===== src/rtl/add_sched_pkg.sv =====
// add_sched_pkg: shared widths, FSM encoding and result bundle for the
// round-robin adder scheduler and its add/sub datapath.
package add_sched_pkg;

    localparam int W    = 6;
    localparam int NREQ = 2;

    typedef enum logic [1:0] {IDLE, EXEC, RESP} state_t;

    typedef logic [W-1:0] word_t;

    typedef struct packed {
        word_t s;
        logic  cout;
        logic  ov;
        logic  neg;
        logic  zero;
    } add_result_t;

endpackage


===== src/rtl/add_sched_circ_add.sv =====
// Circ_add: 6-bit add/sub unit. The caller pre-inverts B for subtraction and
// raises i_res, which also serves as the carry-in so A + ~B + 1 = A - B.
module Circ_add
    import add_sched_pkg::*;
(
    input  word_t i_a,
    input  word_t i_b,
    input  logic  i_res,
    input  logic  i_cin,
    output word_t o_s,
    output logic  o_cout,
    output logic  o_overflow,
    output logic  o_negativo,
    output logic  o_cero
);

    logic         w_carry_in;
    logic [W-2:0] w_low;
    logic         w_c_msb;
    logic         w_s_msb;
    logic         w_cout;

    // The low bits and the MSB are summed separately so the carry into the
    // MSB is visible for signed overflow detection.
    assign w_carry_in = i_res | i_cin;
    assign {w_c_msb, w_low} = {1'b0, i_a[W-2:0]} + {1'b0, i_b[W-2:0]}
                            + {{(W-1){1'b0}}, w_carry_in};
    assign {w_cout, w_s_msb} = {1'b0, i_a[W-1]} + {1'b0, i_b[W-1]} + {1'b0, w_c_msb};

    assign o_s        = {w_s_msb, w_low};
    assign o_cout     = w_cout;
    assign o_overflow = w_c_msb ^ w_cout;
    assign o_negativo = w_s_msb & i_res;
    assign o_cero     = ({w_s_msb, w_low} == '0);

endmodule


===== src/rtl/add_sched.sv =====
// add_sched: round-robin scheduler sharing one Circ_add between two
// valid/ready requesters, returning tagged results on one response channel.
module add_sched
    import add_sched_pkg::*;
#(
    parameter int WIDTH   = W,
    parameter int NUM_REQ = NREQ
)
(
    input  logic                      i_clk,
    input  logic                      i_rst,
    input  logic [NREQ-1:0]           i_req_valid,
    output logic [NREQ-1:0]           o_req_ready,
    input  logic [NREQ-1:0][W-1:0]    i_req_a,
    input  logic [NREQ-1:0][W-1:0]    i_req_b,
    input  logic [NREQ-1:0]           i_req_sub,
    output logic                      o_resp_valid,
    input  logic                      i_resp_ready,
    output logic                      o_resp_id,
    output logic [W-1:0]              o_resp_s,
    output logic                      o_resp_cout,
    output logic                      o_resp_ov,
    output logic                      o_resp_neg,
    output logic                      o_resp_zero
);

    // The datapath is hard-wired to Circ_add's width and a two-way arbiter.
    if (WIDTH != 6 || NUM_REQ != 2) begin : g_bad_config
        $error("add_sched supports only WIDTH=6 and NUM_REQ=2");
    end

    state_t      r_state;
    state_t      w_next_state;
    logic        r_rr_ptr;
    word_t       r_op_a;
    word_t       r_op_b;
    logic        r_op_sub;
    logic        r_op_id;
    add_result_t r_resp;
    logic        r_resp_id;

    logic        w_any_valid;
    logic        w_grant_id;
    logic        w_accept;
    logic        w_capture;
    logic        w_resp_done;
    word_t       w_add_b;
    word_t       w_sum;
    logic        w_cout;
    logic        w_ov;
    logic        w_neg;
    logic        w_zero;

    // Arbitration: a lone requester wins; a tie goes to the pointer.
    always_comb begin
        w_any_valid = |i_req_valid;
        if (i_req_valid == 2'b11) begin
            w_grant_id = r_rr_ptr;
        end else begin
            w_grant_id = i_req_valid[1];
        end
    end

    // State register.
    always_ff @(posedge i_clk) begin
        if (i_rst) begin
            r_state <= IDLE;
        end else begin
            r_state <= w_next_state;
        end
    end

    // Next-state logic: one cycle of execution, then hold until consumed.
    always_comb begin
        w_next_state = r_state;
        case (r_state)
            IDLE:    if (w_any_valid) w_next_state = EXEC;
            EXEC:    w_next_state = RESP;
            RESP:    if (i_resp_ready) w_next_state = IDLE;
            default: w_next_state = IDLE;
        endcase
    end

    // FSM outputs; ready is held low during reset so no request is lost.
    always_comb begin
        o_req_ready  = '0;
        o_resp_valid = 1'b0;
        w_accept     = 1'b0;
        w_capture    = 1'b0;
        w_resp_done  = 1'b0;
        case (r_state)
            IDLE: begin
                if (w_any_valid && !i_rst) begin
                    o_req_ready[w_grant_id] = 1'b1;
                    w_accept                = 1'b1;
                end
            end
            EXEC: w_capture = 1'b1;
            RESP: begin
                o_resp_valid = 1'b1;
                w_resp_done  = i_resp_ready;
            end
            default: ;
        endcase
    end

    // Operand registers: requester inputs are sampled only on the handshake.
    always_ff @(posedge i_clk) begin
        if (i_rst) begin
            r_op_a   <= '0;
            r_op_b   <= '0;
            r_op_sub <= 1'b0;
            r_op_id  <= 1'b0;
        end else if (w_accept) begin
            r_op_a   <= i_req_a[w_grant_id];
            r_op_b   <= i_req_b[w_grant_id];
            r_op_sub <= i_req_sub[w_grant_id];
            r_op_id  <= w_grant_id;
        end
    end

    // Response registers: captured at the end of EXEC and held through RESP.
    always_ff @(posedge i_clk) begin
        if (i_rst) begin
            r_resp    <= '0;
            r_resp_id <= 1'b0;
        end else if (w_capture) begin
            r_resp    <= '{s: w_sum, cout: w_cout, ov: w_ov, neg: w_neg, zero: w_zero};
            r_resp_id <= r_op_id;
        end
    end

    // Round-robin pointer: after serving one requester, favour the other.
    always_ff @(posedge i_clk) begin
        if (i_rst) begin
            r_rr_ptr <= 1'b0;
        end else if (w_resp_done) begin
            r_rr_ptr <= ~r_resp_id;
        end
    end

    assign w_add_b = r_op_sub ? ~r_op_b : r_op_b;

    Circ_add u_circ_add (
        .i_a        (r_op_a),
        .i_b        (w_add_b),
        .i_res      (r_op_sub),
        .i_cin      (1'b0),
        .o_s        (w_sum),
        .o_cout     (w_cout),
        .o_overflow (w_ov),
        .o_negativo (w_neg),
        .o_cero     (w_zero)
    );

    assign o_resp_id   = r_resp_id;
    assign o_resp_s    = r_resp.s;
    assign o_resp_cout = r_resp.cout;
    assign o_resp_ov   = r_resp.ov;
    assign o_resp_neg  = r_resp.neg;
    assign o_resp_zero = r_resp.zero;

endmodule

===== config.mk =====
export PLATFORM = sky130hd
export DESIGN_NAME = add_sched
export DESIGN_NICKNAME = d
export VERILOG_FILES = /design/src/rtl/add_sched_pkg.sv /design/src/rtl/add_sched_circ_add.sv /design/src/rtl/add_sched.sv
export SDC_FILE = /design/constraint.sdc
export NUM_CORES = 1
export LEC_CHECK = 0
export BUFFER_PORTS_ARGS = -buffer_cell sky130_fd_sc_hd__buf_4
export CAP_MARGIN = 25
export CORE_UTILIZATION = 45
export CTS_CLUSTER_DIAMETER = 50
export DETAILED_ROUTE_END_ITERATION = 10
export PLACE_DENSITY_LB_ADDON = 0.2
export SLEW_MARGIN = 10
export SYNTH_ARGS = -nofsm -noshare
export SYNTH_HDL_FRONTEND = slang
export SYNTH_SLANG_ARGS = --single-unit

===== constraint.sdc =====
create_clock -name i_clk -period 2.9 [get_ports i_clk]
set_input_delay 0.29 -clock i_clk [delete_from_list [all_inputs] [get_ports i_clk]]
set_output_delay 0.29 -clock i_clk [all_outputs]
set_load 0.01 [all_outputs]

==> run_results.csv <==
group,metric,value,unit
cells_and_area,diodes,0,
clocking,htree_levels,1,
sta,fin_worst_skew,0.0118,ns
synth,ys.warnings.count,0,
critical_path,cp.arrival,3.08,ns
routing,wirelength,2.97,mm
critical_path,required,3.19,ns
floorplan,core-area,0.00303,mm2
cells_and_area,final_cells,242,
run,timing.max_cap.violations,0,
synth,synth_nets,192,
synth,synth_top_area_frac,0.394,
clocking,cts_tree,"yes",
global_route,grt_usage,0.191,
clocking,clock_path_buffers,2,
pwr,vdd.ir_drop.worst,0.230,mV
floorplan,die_y,58.2,um
synth,synth_cell_types,39,
critical_path,critPathLaunchType,"flip-flop",
synth,synth-async-reset-ratio,0,
clocking,clock_latency,0.33,ns
status,status,"completed",
sta,tns,0,ns
global_route,antenna_found_initial,0,
routing,wire_per_inst,12.3,um
floorplan,start_util,0.469,
placed_design,dpl.cell_count,236,
synth,ys_ff_latch,28,
routing,drt-initial-drc-count,27,
critical_path,path_cells,"xor2_1, ha_1, a21o_2, a221oi_4, o21a_1, inv_2, fa_1, nor3_2, nand3_1, a21oi_2, a31o_1",
placed_design,gp_congestion,0.826,
routing,num_vias,1251,
sta,slew_viol_final,0,
routing,via_per_inst,5.17,
sta,rsz0062_at_grt,"true",
sta,holdWs,0.172,ns
cells_and_area,fin_area,0.00187,mm2
synth,syn_inst,155,
sta,worstMarginPinSlew,0.728,ns
sta,setup_viol,0,
pwr,swShare,0.307,
clocking,cts.clk_slew.worst_paths,0.15,ns
pwr,p_comb_frac,0.314,
clocking,root_buffer,"clkbuf_4",
synth,synth_area,0.00142,mm2
synth,synth_area_per_cell,9.17,um2
synth,synth_area_leader_cell,"dfxtp_1",
floorplan,io_pins,45,
synth,synthFlopType,"dfxtp_1",
critical_path,slowest_stage,"fa_1",
critical_path,crit_path_end_kind,"flip-flop",
critical_path,critPathMaxStageDelay,0.50,ns
floorplan,num_rows,20,
global_route,grt_max_degree,32,
sta,post-route-period-util,0.963,
pwr,powerDensity,494,mW/mm2
synth,synth_edf_count,0,
cells_and_area,finalNetCount,236,
floorplan,fp.dieW,58.2,um
global_route,grt_pass1_vias,1178,
worst_hold_path,hp-class,"in -> reg",
sta,finalWorstSetupSlack,0.108,ns
clocking,hold_buffers,0,
synth,yosys.cell_count.top_type,"dfxtp_1",
placed_design,portBuffers,44,
sta,relSlewSlack,0.514,
sta,hold_viol_final,0,
clocking,clock_sinks,28,
synth,synth_area_leaders,"dfxtp_1, mux2i_1, a211oi_1",
global_route,grt_pass1_wl,4.97,mm
global_route,overflow,0,
sta,fmax,358,MHz
placed_design,pre_cts_ws,0.0497,ns
clocking,cts_made_buffers,3,
cells_and_area,area_growth,31.4,%
pwr,leakage,0.000850,uW
cells_and_area,fillers,268,
placed_design,dpl-instance-area,0.00178,mm2
routing,drt_pass1_iterations,4,
cells_and_area,drive_gt1_frac,0.328,
critical_path,critical_path_peak_fanout,5,
pwr,seqPwrFrac,0.479,
placed_design,hpwl,2.26,mm
pwr,clkPwrFrac,0.206,
pwr,internal_power,640,uW
synth,ys_top_cells_by_count,"dfxtp_1, nor2_1, a211oi_1, mux2i_1, a21oi_1",
synth,synth_seq_area_share,0.394,
routing,drc_errors,0,
critical_path,worst-setup-path-type,"reg -> reg",
sta,period_minus_slack,2.79,ns
routing,ant_nets,0,
floorplan,dieArea,0.00339,mm2
pwr,netSwitchingPower,283,uW
per-layer routing:
metal,up-vias,wire [um],GRT usage
met5,-,0,0
met4,0,68,0.0714
met3,7,114,0.0335
met2,35,1490,0.351
met1,567,1310,0.219
li1,642,-,-
power by group through the flow:
| stage | Clock (uW) | Combinational [uW] | Sequential [uW] |
|---|---|---|---|
| floorplan | 0 | 175 | 450 |
| global placement | 0 | 255 | 449 |
| detailed placement | 0 | 265 | 451 |
| CTS | 193 | 266 | 443 |
| global route | 208 | 323 | 447 |
| finish | 191 | 290 | 442 |
registers in the layout, summed over array words and instances (netlist names):
register / cells
o_resp_zero: 1
o_resp_id: 1
r_rr_ptr: 1
o_resp_s: 6
o_resp_cout: 1
r_state: 2
o_resp_ov: 1
r_op_a: 6
o_resp_neg: 1
r_op_b: 6
r_op_sub: 1
r_op_id: 1
logic make-up (layout without fill, tap and decap cells):
family / count (synthesis) / count (layout) / share of synthesized area
AND/OR/NAND/NOR: 48 / 48 / 0.163
AO/OA/AOI/OAI: 38 / 38 / 0.188
flip-flops: 28 / 28 / 0.394
multiplexers: 14 / 14 / 0.102
buffers and inverters: 14 / 57 / 0.0467
XOR/XNOR: 7 / 7 / 0.0431
adder cells (fa/ha/maj): 6 / 6 / 0.0634
worst max-delay path, delay by kind of cell (launching register included):
family          cells  cell delay (ns)
xor+xnor            1             0.16
fa+ha+maj           2             0.86
flops               1             0.39
buf+inv             1             0.05
simple gates        2             0.26
compound gates      5             1.02
stage by stage:
step            util  power [uW]
3_5_place_dp   0.589         716
2_1_floorplan      -         625
6_report       0.617         923
4_1_cts        0.601         902
5_1_grt        0.617         978
3_3_place_gp   0.589         704
repair_timing:
item / in CTS / in global routing
gates resized for setup: 0 / 8
endpoints found under the setup margin: 0 / 3
buffers inserted: 0 / 2
path summary, 6_finish.rpt:
kind / start / end / slack (ns) / cells past startpoint
worst max-delay path: r_op_sub / o_resp_zero / 0.11 / 11
worst min-delay path: i_resp_ready / r_rr_ptr / 0.17 / 2
worst max register to register: r_op_sub / o_resp_zero / 0.11 / 11
worst min register to register: r_op_id / o_resp_id / 0.46 / 2
area by class of cell:
| class | count | area (um2) | share of cell area |
|---|---|---|---|
| repair buffers | 49 | 368 | 0.197 |
| multi-input cells | 113 | 830 | 0.444 |
| well taps | 44 | 55.1 | 0.0295 |
| inverters | 4 | 15.0 | 0.00804 |
| clock buffers | 4 | 36.3 | 0.0194 |
| flip-flops and latches | 28 | 564 | 0.302 |
cells in the final DEF, fill, tap and decap left out, types with 3 or more instances in the layout:
master     n
buf_4     49
dfxtp_1   27
nor2_1    16
a211oi_1  15
mux2i_1   13
nand2_1   11
a21oi_1   11
xor2_1     5
nand3_1    4
inv_1      3
nor2b_1    3
ha_1       3
clkbuf_4   3
Power figures use the tool's default switching activity.
